==> config.mk <==
export PLATFORM = sky130hd
export DESIGN_NAME = vga_bram_reader
export DESIGN_NICKNAME = d
export VERILOG_FILES = /design/src/rtl/vga_bram_reader.sv
export SDC_FILE = /design/constraint.sdc
export NUM_CORES = 1
export LEC_CHECK = 0
export CORE_MARGIN = 2
export CORE_UTILIZATION = 50
export DETAILED_ROUTE_END_ITERATION = 10
export GPL_ROUTABILITY_DRIVEN = 1
export PLACE_DENSITY = 0.76
export SLEW_MARGIN = 0
export SYNTH_ARGS = -nofsm -noshare
export SYNTH_HDL_FRONTEND = slang
export SYNTH_SLANG_ARGS = --single-unit
==> constraint.sdc <==
create_clock -name p_clk -period 2.98 [get_ports p_clk]
set_input_delay 0.596 -clock p_clk [delete_from_list [all_inputs] [get_ports p_clk]]
set_output_delay 0.596 -clock p_clk [all_outputs]
set_load 0.1 [all_outputs]
==> src/rtl/vga_bram_reader.sv <==
// VGA read-side controller: raster counters drive sequential frame-BRAM reads,
// and the returned RGB444 word is registered onto the pins with syncs delayed to match.
module vga_bram_reader #(
   parameter int H_ACTIVE   = 640,
   parameter int H_FRONT    = 16,
   parameter int H_SYNC     = 96,
   parameter int H_BACK     = 48,
   parameter int V_ACTIVE   = 480,
   parameter int V_FRONT    = 10,
   parameter int V_SYNC     = 2,
   parameter int V_BACK     = 33,
   parameter int ADDR_WIDTH = 19,
   parameter int DATA_WIDTH = 12
) (
   input  logic                  p_clk,
   input  logic                  rst_n,
   input  logic                  enable,
   output logic                  bram_read_enable,
   output logic [ADDR_WIDTH-1:0] bram_address,
   input  logic [DATA_WIDTH-1:0] bram_data,
   output logic [3:0]            vga_r,
   output logic [3:0]            vga_g,
   output logic [3:0]            vga_b,
   output logic                  vga_hsync,
   output logic                  vga_vsync,
   output logic                  frame_start
);

   localparam int H_TOTAL = H_ACTIVE + H_FRONT + H_SYNC + H_BACK;
   localparam int V_TOTAL = V_ACTIVE + V_FRONT + V_SYNC + V_BACK;
   localparam int HW      = $clog2(H_TOTAL);
   localparam int VW      = $clog2(V_TOTAL);

   localparam logic [HW-1:0] H_ACT    = HW'(H_ACTIVE);
   localparam logic [HW-1:0] HS_START = HW'(H_ACTIVE + H_FRONT);
   localparam logic [HW-1:0] HS_END   = HW'(H_ACTIVE + H_FRONT + H_SYNC);
   localparam logic [HW-1:0] H_LAST   = HW'(H_TOTAL - 1);
   localparam logic [VW-1:0] V_ACT    = VW'(V_ACTIVE);
   localparam logic [VW-1:0] VS_START = VW'(V_ACTIVE + V_FRONT);
   localparam logic [VW-1:0] VS_END   = VW'(V_ACTIVE + V_FRONT + V_SYNC);
   localparam logic [VW-1:0] V_LAST   = VW'(V_TOTAL - 1);
   localparam logic [ADDR_WIDTH-1:0] ADDR_LAST = ADDR_WIDTH'(H_ACTIVE * V_ACTIVE - 1);

   logic [HW-1:0]         h_cnt_q, h_cnt_d;
   logic [VW-1:0]         v_cnt_q, v_cnt_d;
   logic [ADDR_WIDTH-1:0] addr_q, addr_d;
   logic                  ren_q, ren_d;
   logic                  active1_q, active1_d;
   logic                  hs1_q, hs1_d;
   logic                  vs1_q, vs1_d;
   logic                  first1_q, first1_d;
   logic [DATA_WIDTH-1:0] rgb_q, rgb_d;
   logic                  hsync_q, hsync_d;
   logic                  vsync_q, vsync_d;
   logic                  fs_q, fs_d;

   logic active0, hs0, vs0, h_last, v_last;

   always_comb begin
      active0 = (h_cnt_q < H_ACT) && (v_cnt_q < V_ACT);
      hs0     = !((h_cnt_q >= HS_START) && (h_cnt_q < HS_END));
      vs0     = !((v_cnt_q >= VS_START) && (v_cnt_q < VS_END));
      h_last  = (h_cnt_q == H_LAST);
      v_last  = (v_cnt_q == V_LAST);

      h_cnt_d   = '0;
      v_cnt_d   = '0;
      addr_d    = '0;
      ren_d     = 1'b0;
      active1_d = 1'b0;
      hs1_d     = 1'b1;
      vs1_d     = 1'b1;
      first1_d  = 1'b0;
      rgb_d     = '0;
      hsync_d   = 1'b1;
      vsync_d   = 1'b1;
      fs_d      = 1'b0;

      if (enable) begin
         h_cnt_d = h_last ? '0 : h_cnt_q + 1'b1;
         v_cnt_d = !h_last ? v_cnt_q : (v_last ? '0 : v_cnt_q + 1'b1);

         // Address walks with the raster; it stops at the last pixel and restarts only at frame wrap.
         addr_d = addr_q;
         if (h_last && v_last)
            addr_d = '0;
         else if (active0 && (addr_q != ADDR_LAST))
            addr_d = addr_q + 1'b1;

         // Strobe is evaluated on the next counter value so it lines up with addr_q.
         ren_d = (h_cnt_d < H_ACT) && (v_cnt_d < V_ACT);

         active1_d = active0;
         hs1_d     = hs0;
         vs1_d     = vs0;
         first1_d  = (h_cnt_q == '0) && (v_cnt_q == '0);

         rgb_d   = active1_q ? bram_data : '0;
         hsync_d = hs1_q;
         vsync_d = vs1_q;
         fs_d    = first1_q;
      end
   end

   always_ff @(posedge p_clk or negedge rst_n) begin
      if (!rst_n) begin
         h_cnt_q   <= '0;
         v_cnt_q   <= '0;
         addr_q    <= '0;
         ren_q     <= 1'b0;
         active1_q <= 1'b0;
         hs1_q     <= 1'b1;
         vs1_q     <= 1'b1;
         first1_q  <= 1'b0;
         rgb_q     <= '0;
         hsync_q   <= 1'b1;
         vsync_q   <= 1'b1;
         fs_q      <= 1'b0;
      end else begin
         h_cnt_q   <= h_cnt_d;
         v_cnt_q   <= v_cnt_d;
         addr_q    <= addr_d;
         ren_q     <= ren_d;
         active1_q <= active1_d;
         hs1_q     <= hs1_d;
         vs1_q     <= vs1_d;
         first1_q  <= first1_d;
         rgb_q     <= rgb_d;
         hsync_q   <= hsync_d;
         vsync_q   <= vsync_d;
         fs_q      <= fs_d;
      end
   end

   assign bram_read_enable = ren_q;
   assign bram_address     = addr_q;
   assign vga_r            = rgb_q[11:8];
   assign vga_g            = rgb_q[7:4];
   assign vga_b            = rgb_q[3:0];
   assign vga_hsync        = hsync_q;
   assign vga_vsync        = vsync_q;
   assign frame_start      = fs_q;

endmodule

==> results of run 1 <==
[cells by family (layout without fill, tap and decap cells)]
family,count (synthesis),after routing,synth area share
simple gates,152,152,0.285
xor+xnor,29,29,0.0863
mux,1,1,0.00340
flops,59,59,0.504
buf+inv,23,75,0.0310
compound gates,32,32,0.0698
fa+ha+maj,5,5,0.0213
[area by class of cell]
cell class	instances	share of cell area
clock inverters	5	0.0147
repair buffers	52	0.117
clock buffers	11	0.0395
inverters	7	0.00734
multi-input cells	219	0.382
well taps	72	0.0252
flip-flops and latches	59	0.414
[power breakdown]
group	switching [mW]	internal, mW
logic	0.131	0.0474
registers	0.0151	0.817
clock network	0.307	0.404
[cell usage after synthesis (2+ instances only)]
| master | number | area (sq um) |
|---|---|---|
| ha_1 | 5 | 62.6 |
| and2_1 | 6 | 37.5 |
| nand2b_1 | 3 | 18.8 |
| dfstp_2 | 4 | 105 |
| clkbuf_1 | 11 | 41.3 |
| xor2_1 | 13 | 114 |
| nand2_1 | 19 | 71.3 |
| a2111oi_0 | 2 | 17.5 |
| nor2_1 | 33 | 124 |
| nand4b_1 | 2 | 17.5 |
| and3_1 | 19 | 119 |
| and4_1 | 3 | 26.3 |
| or2_2 | 2 | 12.5 |
| nand3_1 | 21 | 105 |
| a21oi_1 | 7 | 35.0 |
| xnor2_1 | 16 | 140 |
| o21ai_0 | 12 | 60.1 |
| buf_2 | 3 | 15.0 |
| nand3b_1 | 2 | 15.0 |
| dfrtp_1 | 55 | 1380 |
| or3_2 | 3 | 22.5 |
| nand4_1 | 8 | 50.1 |
| o21a_1 | 3 | 22.5 |
| inv_1 | 7 | 26.3 |
| or4_1 | 4 | 30.0 |
| a31oi_1 | 2 | 12.5 |
| nor3_1 | 7 | 35.0 |
| nor4_1 | 12 | 75.1 |
[sequential cells by signal, summed over array words and instances (netlist names)]
register and flops:
bram_address 19, rgb_q 12, h_cnt_q 10, v_cnt_q 10
active1_q 1, bram_read_enable 1, first1_q 1, frame_start 1
hs1_q 1, vga_hsync 1, vga_vsync 1, vs1_q 1
[path summary, 6_finish.rpt]
kind	startpoint	to	slack, ns	depth (start not counted)
max in group asynchronous	rst_n	vs1_q	1.88	2
setup / recovery	h_cnt_q[0]	bram_read_enable	0.64	6
min in group p_clk	first1_q	frame_start	0.48	1
setup reg to reg	h_cnt_q[0]	bram_read_enable	0.64	6
hold / removal	rst_n	v_cnt_q[4]	0.22	1
hold reg to reg	first1_q	frame_start	0.48	1
[per-layer routing]
metal  global-route usage  vias to the layer above  part of all wire
met5                    0                        -                 0
met4                0.110                        0             0.021
met3               0.0461                       13             0.063
met2                0.306                       90              0.43
met1                0.290                     1109              0.48
li1                     -                     1168                 -
[per-stage QoR]
| step | util | hold WS, ns |
|---|---|---|
| finish | 0.639 | 0.219 |
| global route | 0.639 | 0.242 |
| CTS | 0.639 | 0.224 |
| detailed placement | 0.604 | 0.452 |
| global placement | 0.604 | 0.436 |
| floorplan | - | 0.300 |
==> results.py, run 1 <==
metrics = {
    "yosys": {
        "synth_cell_types": 45,
        "synth_flop_cell": "dfrtp_1",
        "avgSynthCellArea_sq_um": 9.77,
        "yosys_warnings": 0,
        "syn-num-nets": 321,
        "synth_edf_count": 0,
        "postSynthCellCount": 301,
        "netlist_area_sq_um": 2940,
        "seq_area_frac_synth": 0.504,
        "async_reset_ff_frac": 1.00,
        "synth-seq-cells": 59,
    },
    "routing": {
        "drt-total-wl_microns": 6300,
        "ant_nets": 0,
        "vias_per_cell": 5.60,
        "first_pass_iters": 4,
        "drc": 0,
        "vias": 2380,
        "wl_per_cell_microns": 14.8,
        "first_iter_violations": 181,
    },
    "sta": {
        "finalSetupViolCount": 0,
        "rsz0062_at_grt": "false",
        "tns_ns": 0,
        "worstMarginPinSlew_ns": 0.756,
        "fin_crit_ns": 2.34,
        "finalMaxSlewViolations": 0,
        "skew_ns": 0.00927,
        "setup_slack_ns": 0.644,
        "fmax_ghz": 0.428,
        "hold_viol_final": 0,
        "slew_headroom": 0.491,
        "finalCritPeriodShare": 0.784,
    },
    "setup_path": {
        "cpMaxStageDelayCell": "nor4_1",
        "start_kind": "register",
        "cp_data_arrival_time_ns": 2.55,
        "required_ns": 3.19,
        "cp_top_family": "simple AND/OR/NAND/NOR gates",
        "max_stage_delay_ns": 0.69,
        "crit_type": "register to register",
        "path_max_fanout": 6,
        "path_cells": "ha_1 > nand3_1 > nor4_1 > nand3_1 > o31ai_1 > nor4_1",
        "path_buf_inv": 0,
        "worst_setup_path_end_kind": "register",
    },
    "die": {
        "start_util": 0.525,
        "die_x_microns": 80.7,
        "die_area_sq_um": 6510,
        "boundaryPins": 50,
        "num_rows": 27,
        "die_y_microns": 80.7,
        "core-area_sq_um": 5610,
    },
    "pwr": {
        "peakVddDrop_v": 0.000227,
        "power_mw": 1.72,
        "p_per_area_nw_per_um2": 481,
        "total_leakage_power_nw": 1.59,
    },
    "global_routing": {
        "grt_use_total": 0.209,
        "grt_pass1_wl_microns": 10400,
        "grt_pass1_vias": 2232,
        "grt_overflow": 0,
        "antenna_found_initial": 0,
        "grt_max_degree": 40,
    },
    "cts": {
        "cts_tree": "built",
        "cts_sinks": 59,
        "htreeDepth": 3,
        "clk_latency_ns": 0.33,
        "hold_buffers": 0,
        "cts_buffers": 9,
        "cts_root_buffer": "clkbuf_8",
        "cts_resized": 0,
        "post_cts_buffers": 0,
        "path_clk_slew_ns": 0.07,
        "cts_buffer_depth": 2,
    },
    "finish": {
        "final_cell_area_sq_um": 3580,
        "finalNonFillerCells": 425,
        "area_delta_synth_final_pct": 21.7,
        "nets": 368,
        "multi_input_area_sq_um": 1370,
        "final_cell_mix": "55 x dfrtp_1, 38 x buf_4, 33 x nor2_1, 21 x nand3_1",
        "ff_latch_area_sq_um": 1480,
        "n_antenna_cell": 0,
        "drive_gt1_frac": 0.201,
        "final_common_cell": "dfrtp_1",
        "fill_cells": 455,
    },
    "place": {
        "numPlacedInstances": 409,
        "place_congestion": 0.922,
        "post-place-ws_ns": 0.691,
        "dpl_cell_area_sq_um": 3390,
        "hpwl_microns": 4350,
        "port_buffers": 49,
    },
    "run_status": {
        "status": "complete, no violations",
    },
    "flow_run": {
        "max_cap_violations": 0,
    },
    "worst_hold_path": {
        "hp-class": "primary input to async pin",
    },
}
Power figures use the tool's default switching activity.
==> inputs of run 2 (changes only) <==
--- a/config.mk
+++ b/config.mk
@@ -6,7 +6,7 @@
 export NUM_CORES = 1
 export LEC_CHECK = 0
 export CORE_MARGIN = 2
-export CORE_UTILIZATION = 50
+export CORE_UTILIZATION = 48
 export DETAILED_ROUTE_END_ITERATION = 10
 export GPL_ROUTABILITY_DRIVEN = 1
 export PLACE_DENSITY = 0.76
==> constraint.sdc (replaced) <==
create_clock -name p_clk -period 2 [get_ports p_clk]
set_input_delay 0.4 -clock p_clk [delete_from_list [all_inputs] [get_ports p_clk]]
set_output_delay 0.4 -clock p_clk [all_outputs]
set_load 0.1 [all_outputs]
==> results.py, run 2 (synthesis results as in run 1) <==
metrics = {
    "cts": {
        "clk_latency_ns": 0.34,
        "cts_sinks": 59,
        "path_clk_slew_ns": 0.07,
        "htreeDepth": 3,
        "cts_buffer_depth": 2,
        "cts_root_buffer": "clkbuf_8",
        "cts_buffers": 9,
        "cts_tree": "built",
    },
    "finish": {
        "area_delta_synth_final_pct": 41.3,
        "drive_gt1_frac": 0.361,
        "final_util": 0.702,
        "largest_register_ffs": 19,
        "final_cell_mix": "65 x buf_4, 39 x dfrtp_1, 33 x nor2_1, 21 x nand3_1",
        "n_antenna_cell": 0,
        "final_cell_area_sq_um": 4160,
        "nets": 406,
        "fill_cells": 446,
        "final_common_cell": "buf_4",
    },
    "routing": {
        "first_iter_violations": 163,
        "drc": 0,
        "vias_per_cell": 5.55,
        "wl_per_cell_microns": 15.4,
        "vias": 2584,
        "first_pass_iters": 4,
        "ant_nets": 0,
        "drt-total-wl_microns": 7180,
    },
    "setup_path": {
        "path_cells": "or4b_4 > or4_4 > o21ai_4 > buf_6 > or3_4 > a21oi_2",
        "start_kind": "register",
        "endpoint": "bram_address[3]",
        "cpMaxStageDelayCell": "or4b_4",
        "cp-startpoint": "bram_address[14]",
        "required_ns": 2.22,
        "reg2reg_setup_slack_ns": -0.18,
        "worst_setup_path_end_kind": "register",
        "path_max_fanout": 4,
        "crit_type": "register to register",
        "r2r-start": "bram_address[14]",
        "r2r_end": "bram_address[3]",
        "cp_data_arrival_time_ns": 2.40,
        "max_stage_delay_ns": 0.54,
        "reg2regPathDepth": 6,
    },
    "die": {
        "die_area_sq_um": 6770,
        "core-area_sq_um": 5920,
        "start_util": 0.497,
        "boundaryPins": 50,
        "num_rows": 28,
        "die_x_microns": 82.3,
        "die_y_microns": 82.3,
    },
    "pwr": {
        "power_mw": 2.87,
        "combPwrFrac": 0.106,
        "p_per_area_nw_per_um2": 690,
        "p_sw_mw": 0.720,
        "peakVddDrop_v": 0.000405,
        "total_leakage_power_nw": 1.81,
        "p_clk_frac": 0.461,
        "pwr-share-seq": 0.433,
        "swShare": 0.251,
        "power.internal_mw": 2.15,
    },
    "global_routing": {
        "antenna_found_initial": 0,
        "grt_overflow": 0,
        "grt_use_total": 0.229,
        "grt_pass1_wl_microns": 11700,
        "grt_max_degree": 43,
        "grt_pass1_vias": 2572,
    },
    "sta": {
        "finalMaxSlewViolations": 0,
        "finalSetupViolCount": 7,
        "slew_headroom": 0.707,
        "setup_slack_ns": -0.177,
        "finalCritPeriodShare": 1.09,
        "hold_viol_final": 0,
        "rsz0062_at_grt": "true",
        "skew_ns": 0.00978,
        "worstMarginPinSlew_ns": 0.440,
        "fmax_ghz": 0.459,
        "fin_crit_ns": 2.18,
        "holdWs_ns": 0.466,
    },
    "place": {
        "place_congestion": 0.905,
        "hpwl_microns": 4960,
        "port_buffers": 49,
        "dpl_cell_area_sq_um": 3800,
    },
    "run_status": {
        "status": "finished with violations",
        "violations": "setup timing",
    },
    "flow_run": {
        "max_cap_violations": 0,
    },
    "worst_hold_path": {
        "hp-class": "register to register",
    },
}
run 2: cell types whose count changed in the layout (fill, tap and decap cells not counted), moves of 4 or more:
cell / previous run / this run
buf_12: 0 / 8
buf_4: 38 / 65
dfrtp_4: 0 / 5
nor4_1: 12 / 8
nor4_2: 1 / 5
dfrtp_1: 55 / 39
dfrtp_2: 0 / 11
run 2: worst min path at each step:
stage,from,end,slack [ns],cells after the start
after CTS,first1_q,frame_start,0.47,1
after global placement,rst_n,rgb_q[1],0.36,1
after floorplan,rst_n,active1_q,0.10,0
after global routing,first1_q,frame_start,0.47,1
after detailed placement,rst_n,rgb_q[1],0.36,1
final,first1_q,frame_start,0.47,1
run 2: worst max-delay path: cells and delay by family (launching register included):
kind	cells	cell delay (ns)
compound gates	2	0.25
flops	1	0.47
buf+inv	1	0.14
simple gates	3	1.19
run 2: layout make-up:
| cell class | count | area (sq um) | area share |
|---|---|---|---|
| flip-flops and latches | 59 | 1510 | 0.364 |
| clock inverters | 6 | 114 | 0.0274 |
| well taps | 75 | 93.8 | 0.0226 |
| inverters | 7 | 26.3 | 0.00632 |
| multi-input cells | 219 | 1460 | 0.352 |
| clock buffers | 10 | 128 | 0.0307 |
| repair buffers | 90 | 816 | 0.196 |
run 2: power by group through the flow:
stage / registers (mW) / clock network (mW) / logic (mW)
6_report: 1.24 / 1.32 / 0.305
5_1_grt: 1.24 / 1.39 / 0.325
4_1_cts: 1.24 / 1.35 / 0.304
3_5_place_dp: 1.26 / 0 / 0.301
3_3_place_gp: 1.26 / 0 / 0.297
2_1_floorplan: 1.38 / 0 / 0.0543
run 2: what timing repair did:
| item | in CTS | in global routing |
|---|---|---|
| endpoints found under the setup margin | 8 | 11 |
| pin swaps | 3 | 9 |
| buffers inserted | 2 | 3 |
| gates resized for setup | 4 | 16 |
| endpoints found under the hold margin | 17 | 0 |
| hold buffers | 1 | 0 |
run 2: per-layer routing:
metal / up-vias / GRT usage / wire length, microns
li1: 1236 / - / -
met1: 1252 / 0.280 / 3070
met2: 79 / 0.381 / 3560
met3: 17 / 0.0402 / 366
met4: 0 / 0.125 / 180
met5: - / 0 / 0
run 2: through the flow:
stage | setup WS, ns | setup TNS, ns | cells
5_1_grt | -0.238 | -1.39 | 466
3_5_place_dp | -0.206 | -0.657 | 444
2_1_floorplan | -0.276 | -2.47 | 301
3_3_place_gp | -0.103 | -0.410 | 444
6_report | -0.177 | -0.810 | 466
4_1_cts | -0.198 | -1.01 | 463
